**src/rtl/line_fifo_pkg.sv**
```systemverilog
// Shared constants and helpers for the line packing/unpacking FIFOs.
package line_fifo_pkg;

    localparam int LINE_WIDTH_DEF = 32;
    localparam int WORD_WIDTH_DEF = 8;
    localparam int NUM_LINES_DEF  = 4;

    // Ceiling log2; returns 0 for values <= 1.
    function automatic int clogb2(input int value);
        int v;
        int r;
        v = value - 1;
        r = 0;
        while (v > 0) begin
            r = r + 1;
            v = v >> 1;
        end
        return r;
    endfunction

endpackage

```
**src/rtl/line_word_select.sv**
```systemverilog
// Combinational word mux: picks the idx-th WORD_WIDTH slice of a line, word 0 in the LSBs.
module line_word_select #(
    parameter int LINE_WIDTH = 32,
    parameter int WORD_WIDTH = 8,
    parameter int IDX_BITS   = 2
) (
    input  logic [LINE_WIDTH-1:0] line,
    input  logic [IDX_BITS-1:0]   idx,
    output logic [WORD_WIDTH-1:0] word
);

    assign word = line[int'(idx) * WORD_WIDTH +: WORD_WIDTH];

endmodule

```
**src/rtl/line_unpack_fifo.sv**
```systemverilog
// Line-in / word-out FIFO for the pixel pipeline; one registered word per accepted read.
// Define LINE_UNPACK_FIFO_STATUS_EN to add occupancy, overflow and underflow status ports.
module line_unpack_fifo
    import line_fifo_pkg::*;
#(
    parameter  int LINE_WIDTH     = LINE_WIDTH_DEF,
    parameter  int WORD_WIDTH     = WORD_WIDTH_DEF,
    parameter  int NUM_LINES      = NUM_LINES_DEF,
    localparam int WORDS_PER_LINE = LINE_WIDTH / WORD_WIDTH,
    localparam int PTR_BITS       = clogb2(NUM_LINES),
    localparam int IDX_BITS       = clogb2(WORDS_PER_LINE)
) (
    input  logic                  pixel_clk,
    input  logic                  rst,
    input  logic [LINE_WIDTH-1:0] line_in,
    input  logic                  line_we,
    output logic                  full,
    input  logic                  rd,
    output logic [WORD_WIDTH-1:0] word_out,
    output logic                  word_valid,
    output logic                  last_word,
    output logic                  empty
`ifdef LINE_UNPACK_FIFO_STATUS_EN
    ,
    output logic [PTR_BITS:0]     occupancy,
    output logic                  overflow,
    output logic                  underflow
`endif
);

    localparam logic [PTR_BITS:0]   PTR_ONE  = 1;
    localparam logic [IDX_BITS-1:0] IDX_ONE  = 1;
    localparam logic [IDX_BITS-1:0] IDX_LAST = IDX_BITS'(WORDS_PER_LINE - 1);

    logic [LINE_WIDTH-1:0] mem_q [NUM_LINES];

    logic [PTR_BITS:0]     head_q, head_d;
    logic [PTR_BITS:0]     base_q, base_d;
    logic [IDX_BITS-1:0]   idx_q, idx_d;
    logic [WORD_WIDTH-1:0] word_out_q, word_out_d;
    logic                  word_valid_q, word_valid_d;
    logic                  last_word_q, last_word_d;

    logic                  wr_accept;
    logic                  rd_accept;
    logic                  idx_last;
    logic [WORD_WIDTH-1:0] sel_word;

    // Status flags come from registered pointers only, so same-cycle read/write see pre-edge state.
    assign full      = (head_q[PTR_BITS-1:0] == base_q[PTR_BITS-1:0]) &&
                       (head_q[PTR_BITS] != base_q[PTR_BITS]);
    assign empty     = (head_q == base_q);
    assign wr_accept = line_we && !full;
    assign rd_accept = rd && !empty;
    assign idx_last  = (idx_q == IDX_LAST);

    line_word_select #(
        .LINE_WIDTH (LINE_WIDTH),
        .WORD_WIDTH (WORD_WIDTH),
        .IDX_BITS   (IDX_BITS)
    ) u_word_select (
        .line (mem_q[base_q[PTR_BITS-1:0]]),
        .idx  (idx_q),
        .word (sel_word)
    );

    // NOTE: every _d gets a default before any branch; a path that leaves one unassigned infers a latch.
    always_comb begin
        head_d       = head_q;
        base_d       = base_q;
        idx_d        = idx_q;
        word_out_d   = word_out_q;
        word_valid_d = 1'b0;
        last_word_d  = 1'b0;

        if (wr_accept) begin
            head_d = head_q + PTR_ONE;
        end

        if (rd_accept) begin
            word_out_d   = sel_word;
            word_valid_d = 1'b1;
            last_word_d  = idx_last;
            if (idx_last) begin
                idx_d  = '0;
                base_d = base_q + PTR_ONE;
            end else begin
                idx_d = idx_q + IDX_ONE;
            end
        end
    end

    // NOTE: state registers use non-blocking assignments so every flop samples pre-edge values.
    always_ff @(posedge pixel_clk) begin
        if (rst) begin
            head_q       <= '0;
            base_q       <= '0;
            idx_q        <= '0;
            word_out_q   <= '0;
            word_valid_q <= 1'b0;
            last_word_q  <= 1'b0;
        end else begin
            head_q       <= head_d;
            base_q       <= base_d;
            idx_q        <= idx_d;
            word_out_q   <= word_out_d;
            word_valid_q <= word_valid_d;
            last_word_q  <= last_word_d;
        end
    end

    // NOTE: line storage is deliberately not reset; a slot is never read before it is written.
    always_ff @(posedge pixel_clk) begin
        if (wr_accept) begin
            mem_q[head_q[PTR_BITS-1:0]] <= line_in;
        end
    end

    assign word_out   = word_out_q;
    assign word_valid = word_valid_q;
    assign last_word  = last_word_q;

`ifdef LINE_UNPACK_FIFO_STATUS_EN
    logic overflow_q, overflow_d;
    logic underflow_q, underflow_d;

    // Sticky error flags; only rst clears them.
    always_comb begin
        overflow_d  = overflow_q | (line_we & full);
        underflow_d = underflow_q | (rd & empty);
    end

    always_ff @(posedge pixel_clk) begin
        if (rst) begin
            overflow_q  <= 1'b0;
            underflow_q <= 1'b0;
        end else begin
            overflow_q  <= overflow_d;
            underflow_q <= underflow_d;
        end
    end

    assign occupancy = head_q - base_q;
    assign overflow  = overflow_q;
    assign underflow = underflow_q;
`endif

endmodule

```
**config.mk**
```make
export PLATFORM = sky130hd
export DESIGN_NAME = line_unpack_fifo
export DESIGN_NICKNAME = d
export VERILOG_FILES = /design/src/rtl/line_fifo_pkg.sv /design/src/rtl/line_word_select.sv /design/src/rtl/line_unpack_fifo.sv
export SDC_FILE = /design/constraint.sdc
export NUM_CORES = 1
export LEC_CHECK = 0
export CAP_MARGIN = 10
export CORE_UTILIZATION = 40
export CTS_BUF_LIST = sky130_fd_sc_hd__clkbuf_16
export CTS_CLUSTER_SIZE = 10
export DETAILED_ROUTE_END_ITERATION = 6
export PLACE_DENSITY_LB_ADDON = 0.25
export SETUP_SLACK_MARGIN = 0.5
export SLEW_MARGIN = 20
export SYNTH_ARGS = -nofsm -noshare
export SYNTH_HDL_FRONTEND = slang
export SYNTH_SLANG_ARGS = --single-unit
```
**constraint.sdc**
```tcl
create_clock -name pixel_clk -period 3.15 [get_ports pixel_clk]
set_input_delay 0.315 -clock pixel_clk [delete_from_list [all_inputs] [get_ports pixel_clk]]
set_output_delay 0.315 -clock pixel_clk [all_outputs]
set_load 0.005 [all_outputs]
```
==> impl_metrics.py, run 1 <==
metrics = {
    "status": {
        "status": "finished, final reports clean",
    },
    "setup_path": {
        "worstPathMaxFanout": 5,
        "r2r_slack_ns": 0.99,
        "critPathCaptureType": "output port",
        "critical_path_arrival_ns": 1.92,
        "required_ns": 2.83,
        "cp-start-kind": "flip-flop",
        "path_class": "flip-flop to output port",
    },
    "pwr": {
        "power.switching_uw": 869,
        "switching_share_pct": 20.3,
        "finalPower_mw": 4.27,
        "ir_worst_vdd_v": 0.000372,
        "share_seq_of_total_power_pct": 52.8,
        "clkPwrFrac_pct": 40.8,
        "pwr-share-comb_pct": 6.4,
        "p_int_mw": 3.41,
        "power.density_nw_per_um2": 617,
        "p_leak_nw": 2.30,
    },
    "clock_tree": {
        "htree_levels": 4,
        "cts_sinks": 148,
        "clk_pin_slew_worst_paths_ns": 0.05,
        "postCtsSetupRepairBufs": 0,
        "cts_tree": "done",
        "ctsResizeCount": 0,
        "clk_latency_ns": 0.42,
        "cts.path.max_buffers": 2,
        "cts_hold_buf": 0,
        "cts_buffers": 17,
        "clock-root-buffer": "clkbuf_16",
    },
    "job": {
        "cap_violations": 0,
    },
    "finish": {
        "final_area_um2": 6930,
        "fillCellCount": 1179,
        "layout-drive-gt1-share_pct": 16.3,
        "final_util_pct": 49.5,
        "antenna_cells": 0,
        "area_delta_synth_final_pct": 20.3,
        "nets": 384,
        "fin_cells": 535,
        "seqCellArea_um2": 4250,
        "multi_input_area_um2": 1400,
    },
    "global_routing": {
        "grt_start_max_net_pins": 33,
        "grt.total_usage_pct": 16.1,
        "antenna_found_initial": 0,
        "grt_pass1_wl_um": 16600,
        "grt_pass1_vias": 2965,
        "grt_overflow": 0,
    },
    "placement": {
        "place_ws_ns": 0.967,
        "gp_congestion": 0.733,
        "dp_hpwl_um": 6250,
        "place_area_um2": 6420,
        "io_buffers": 47,
        "place_inst": 503,
    },
    "timing": {
        "rsz0062_at_grt": "false",
        "whs_ns": 0.460,
        "setup_ws_ns": 0.915,
        "finalCriticalPeriod_ns": 2.23,
        "fin_tns_setup_ns": 0,
        "tightest_slew_ns": 1.04,
        "report.final.slew_viol_count": 0,
        "hold_viol": 0,
        "fin_skew_ns": 0.0106,
        "fin_crit_sh_pct": 71.0,
        "slew_headroom_pct": 30.5,
        "fmax_mhz": 447,
        "setup_viol": 0,
    },
    "logic_synthesis": {
        "ys_top_cells_by_area": "edfxtp_1 (67%), mux4_1 (7.8%), dfxtp_1 (7.0%), mux4_2 (5.9%), a22oi_1 (2.1%)",
        "yosys_warnings": 0,
        "synth_top_area_share_pct": 66.7,
        "seq_area_frac_synth_pct": 73.7,
        "synth_seq_cells": 148,
        "avgSynthCellArea_um2": 20.4,
        "synthArstFlopShare_pct": 0,
        "synth_most_common_cell": "edfxtp_1",
        "synth_top_cell_by_area": "edfxtp_1",
        "synth-edff-count": 128,
        "syn-instance-count": 283,
        "ys_top_cells_by_count": "edfxtp_1 (128), dfxtp_1 (20), mux4_1 (17)",
        "ys_types": 33,
        "syn_nets": 325,
        "syn-cell-area_um2": 5760,
        "synth_ff_type": "edfxtp_1",
    },
    "floorplanning": {
        "initial_utilization_pct": 41.2,
        "core_um2": 14000,
        "die_w_um": 122,
        "fp.dieArea_um2": 14900,
        "die_y_um": 122,
        "ios": 48,
        "rows": 43,
    },
    "detailed_routing": {
        "vias_per_cell": 5.15,
        "drt_wl_total_um": 10700,
        "drt_iter0_drc": 191,
        "avgRoutedWirePerCell_um": 20.1,
        "dr.pass1.iters": 4,
        "drc": 0,
        "vias": 2756,
        "ant_nets": 0,
    },
    "worst_hold_path": {
        "hold_class": "flip-flop to flip-flop",
    },
}
## cells in the final DEF, fill, tap and decap left out, types with 5 or more instances in the layout
cell,synthesis,layout
nor2_1,11,11
a21oi_2,5,5
a21o_2,5,5
a21oi_1,6,6
clkdlybuf4s50_1,0,47
clkbuf_16,0,17
buf_4,1,6
clkinv_1,0,5
inv_1,3,9
mux4_2,15,15
ha_1,6,6
a22oi_1,16,16
and2_1,5,5
mux4_1,17,17
nand2_1,9,9
edfxtp_1,128,128
dfxtp_1,20,19
## worst max-delay path, cell delays in order (launching register included)
cell	delay (ns)
dfxtp_1	0.43
xor2_1	0.17
or2_2	0.32
nor2_1	0.08
clkdlybuf4s50_1	0.50
## flip-flops by register name, indices dropped and copies added, names as in the netlist, named ones only
name        count
base_q          3
head_q          3
idx_q           2
last_word       1
mem_q         128
word_out        8
word_valid      1
## power by group through the flow
stage          Sequential [mW]  Clock [mW]  Combinational [mW]
2_1_floorplan             2.29           0               0.137
3_3_place_gp              2.30           0               0.274
3_5_place_dp              2.30           0               0.279
4_1_cts                   2.26        1.77               0.280
5_1_grt                   2.27        1.86               0.300
6_report                  2.26        1.74               0.274
## final timing paths
check / cells after the start / start / end
worst max-delay path: 4 / head_q[0] / full
worst min-delay path: 2 / word_out[7] / word_out[7]
worst max register to register: 4 / head_q[1] / mem_q[0][4]
worst min register to register: 2 / word_out[7] / word_out[7]
## area by class of cell
type | instances | area share, %
clock inverter | 15 | 1.25
tap | 180 | 3.25
clock buffer | 17 | 6.14
timing repair buffer | 54 | 7.73
multi-input combinational | 118 | 20.2
sequential | 148 | 61.3
inverter | 3 | 0.163
## logic make-up after synthesis
family | Yosys count | share of synthesized area (%)
flip-flops | 148 | 73.7
adder cells (fa/ha/maj) | 6 | 1.30
AND/OR/NAND/NOR | 31 | 2.52
buffers and inverters | 17 | 2.11
multiplexers | 35 | 14.1
XOR/XNOR | 6 | 0.912
AO/OA/AOI/OAI | 40 | 5.34
## metal layers
layer / share of wire, % / GRT usage [%] / vias to the layer above
li1: - / - / 1285
met1: 43 / 19.3 / 1404
met2: 52 / 27.4 / 59
met3: 4.0 / 4.31 / 8
met4: 0.80 / 6.94 / 0
met5: 0 / 0 / -
Note: power is estimated with default switching activity, not from simulation.
==> run 2, diff against run 1 <==
==> constraint.sdc (replaced) <==
create_clock -name pixel_clk -period 2.1 [get_ports pixel_clk]
set_input_delay 0.21 -clock pixel_clk [delete_from_list [all_inputs] [get_ports pixel_clk]]
set_output_delay 0.21 -clock pixel_clk [all_outputs]
set_load 0.005 [all_outputs]
==> run 2 against run 1 <==
Hold slack got worse by 0.028 ns. First-iteration DRC count is 26% higher. Via count increased by 14%. Count of clock-buffer cells in the layout did not move. Critical path depth grew 2. Sequential share of layout area is 6.4 points lower. Die area unchanged. Largest cell class unchanged.
==> impl_metrics.py, run 2 (synthesis results as in run 1) <==
metrics = {
    "detailed_routing": {
        "drt_wl_total_um": 13400,
        "vias_per_cell": 5.50,
        "dr.pass1.iters": 4,
        "avgRoutedWirePerCell_um": 23.5,
        "ant_nets": 0,
        "drc": 0,
        "vias": 3136,
        "drt_iter0_drc": 241,
    },
    "placement": {
        "place_inst": 508,
        "io_buffers": 47,
        "gp_congestion": 0.690,
        "dp_hpwl_um": 6320,
    },
    "timing": {
        "fin_tns_setup_ns": 0,
        "fin_skew_ns": 0.00862,
        "slew_headroom_pct": 61.8,
        "report.final.slew_viol_count": 0,
        "setup_viol": 0,
        "fmax_mhz": 574,
        "rsz0062_at_grt": "true",
        "fin_crit_sh_pct": 83.0,
        "hold_viol": 0,
        "tightest_slew_ns": 0.573,
        "finalCriticalPeriod_ns": 1.74,
    },
    "setup_path": {
        "critical_path_arrival_ns": 2.04,
        "required_ns": 2.40,
        "path_class": "flip-flop to flip-flop",
        "worstPathMaxFanout": 8,
        "critPathCaptureType": "flip-flop",
        "cp-start-kind": "flip-flop",
    },
    "clock_tree": {
        "htree_levels": 4,
        "clk_latency_ns": 0.42,
        "cts_buffers": 17,
        "clk_pin_slew_worst_paths_ns": 0.06,
        "cts_hold_buf": 0,
        "cts_tree": "done",
        "cts_sinks": 148,
        "cts.path.max_buffers": 2,
        "clock-root-buffer": "clkbuf_16",
    },
    "finish": {
        "layout-drive-gt1-share_pct": 36.2,
        "layout_common_cells": "edfxtp_1 (128), clkdlybuf4s50_1 (45), mux4_2 (28), clkbuf_16 (25), buf_4 (14)",
        "largest_reg_flops": 128,
        "final_common_cell": "edfxtp_1",
        "area_delta_synth_final_pct": 35.0,
        "nets": 419,
        "fin_cells": 570,
        "antenna_cells": 0,
    },
    "global_routing": {
        "grt_pass1_wl_um": 18600,
        "grt.total_usage_pct": 18.3,
        "grt_pass1_vias": 3139,
        "antenna_found_initial": 0,
        "grt_start_max_net_pins": 33,
        "grt_overflow": 0,
    },
    "floorplanning": {
        "ios": 48,
        "die_w_um": 122,
        "core_um2": 14000,
        "rows": 43,
        "initial_utilization_pct": 41.2,
        "die_y_um": 122,
        "fp.dieArea_um2": 14900,
    },
    "pwr": {
        "p_leak_nw": 2.59,
        "ir_worst_vdd_v": 0.000548,
        "power.density_nw_per_um2": 894,
    },
    "job": {
        "cap_violations": 0,
    },
    "status": {
        "status": "finished, final reports clean",
    },
    "worst_hold_path": {
        "hold_class": "primary input to flip-flop",
    },
}
## run 2: cell types whose count changed in the layout (fill, tap and decap cells not counted), sizes merged
cell | previous run | this run
inv | 9 | 5
clkdlybuf4s50 | 47 | 45
clkbuf | 17 | 25
buf | 7 | 36
clkinvlp | 0 | 2
bufinv | 1 | 3
## run 2: critical path: stages, from the launching register on
cell	delay [ns]
dfxtp_4	0.42
buf_12	0.14
buf_16	0.15
mux4_2	0.52
a22oi_2	0.18
a21o_2	0.17
a21oi_2	0.05
## run 2: worst paths after layout
path | end | from | slack [ns] | depth (start not counted)
worst max-delay path | word_out[3] | flip-flop | 0.36 | 6
worst min register to register | word_out[7] | word_out[7] | 0.46 | 2
worst min-delay path | mem_q[0][3] | line_in[3] | 0.43 | 1
worst max register to register | word_out[3] | flip-flop | 0.36 | 6
## run 2: area by class of cell
| cell class | instances | area, um2 |
|---|---|---|
| Tap cell | 180 | 225 |
| Clock buffer | 17 | 425 |
| Inverter | 3 | 11.3 |
| Sequential cell | 148 | 4270 |
| Fill cell | 1096 | 6210 |
| Clock inverter | 15 | 148 |
| Timing Repair Buffer | 89 | 1210 |
| Multi-Input combinational cell | 118 | 1490 |
## run 2: through the flow
stage / instance area [um2] / utilization [%] / hold WS, ns / setup WS [ns] / total power [mW]
detailed placement: 6560 / 46.9 / 0.453 / 0.242 / 3.92
global placement: 6560 / 46.9 / 0.449 / 0.250 / 3.90
CTS: 7530 / 53.8 / 0.416 / 0.378 / 6.94
global route: 7770 / 55.6 / 0.416 / 0.326 / 7.17
floorplan: 5790 / - / 0.309 / 0.495 / 3.65
finish: 7770 / 55.6 / 0.432 / 0.357 / 6.95
## run 2: where the power goes
group	internal [mW]	leakage, nW	switching [mW]	total [mW]
clock	1.83	0.285	1.10	2.93
sequential	3.34	1.34	0.0478	3.39
combinational	0.338	0.963	0.296	0.635
## run 2: layer usage
layer,global-route usage (%),vias up,routed length (um)
met5,0,-,0
met2,30.6,126,6750
met3,5.43,14,868
li1,-,1347,-
met4,4.78,0,127
met1,23.2,1649,5630
## run 2: repair_timing
action,in CTS,in global routing
pin swaps,10,5
setup buffers,12,2
endpoints found under the setup margin,139,147
gates cloned,8,8
resized for setup,52,5
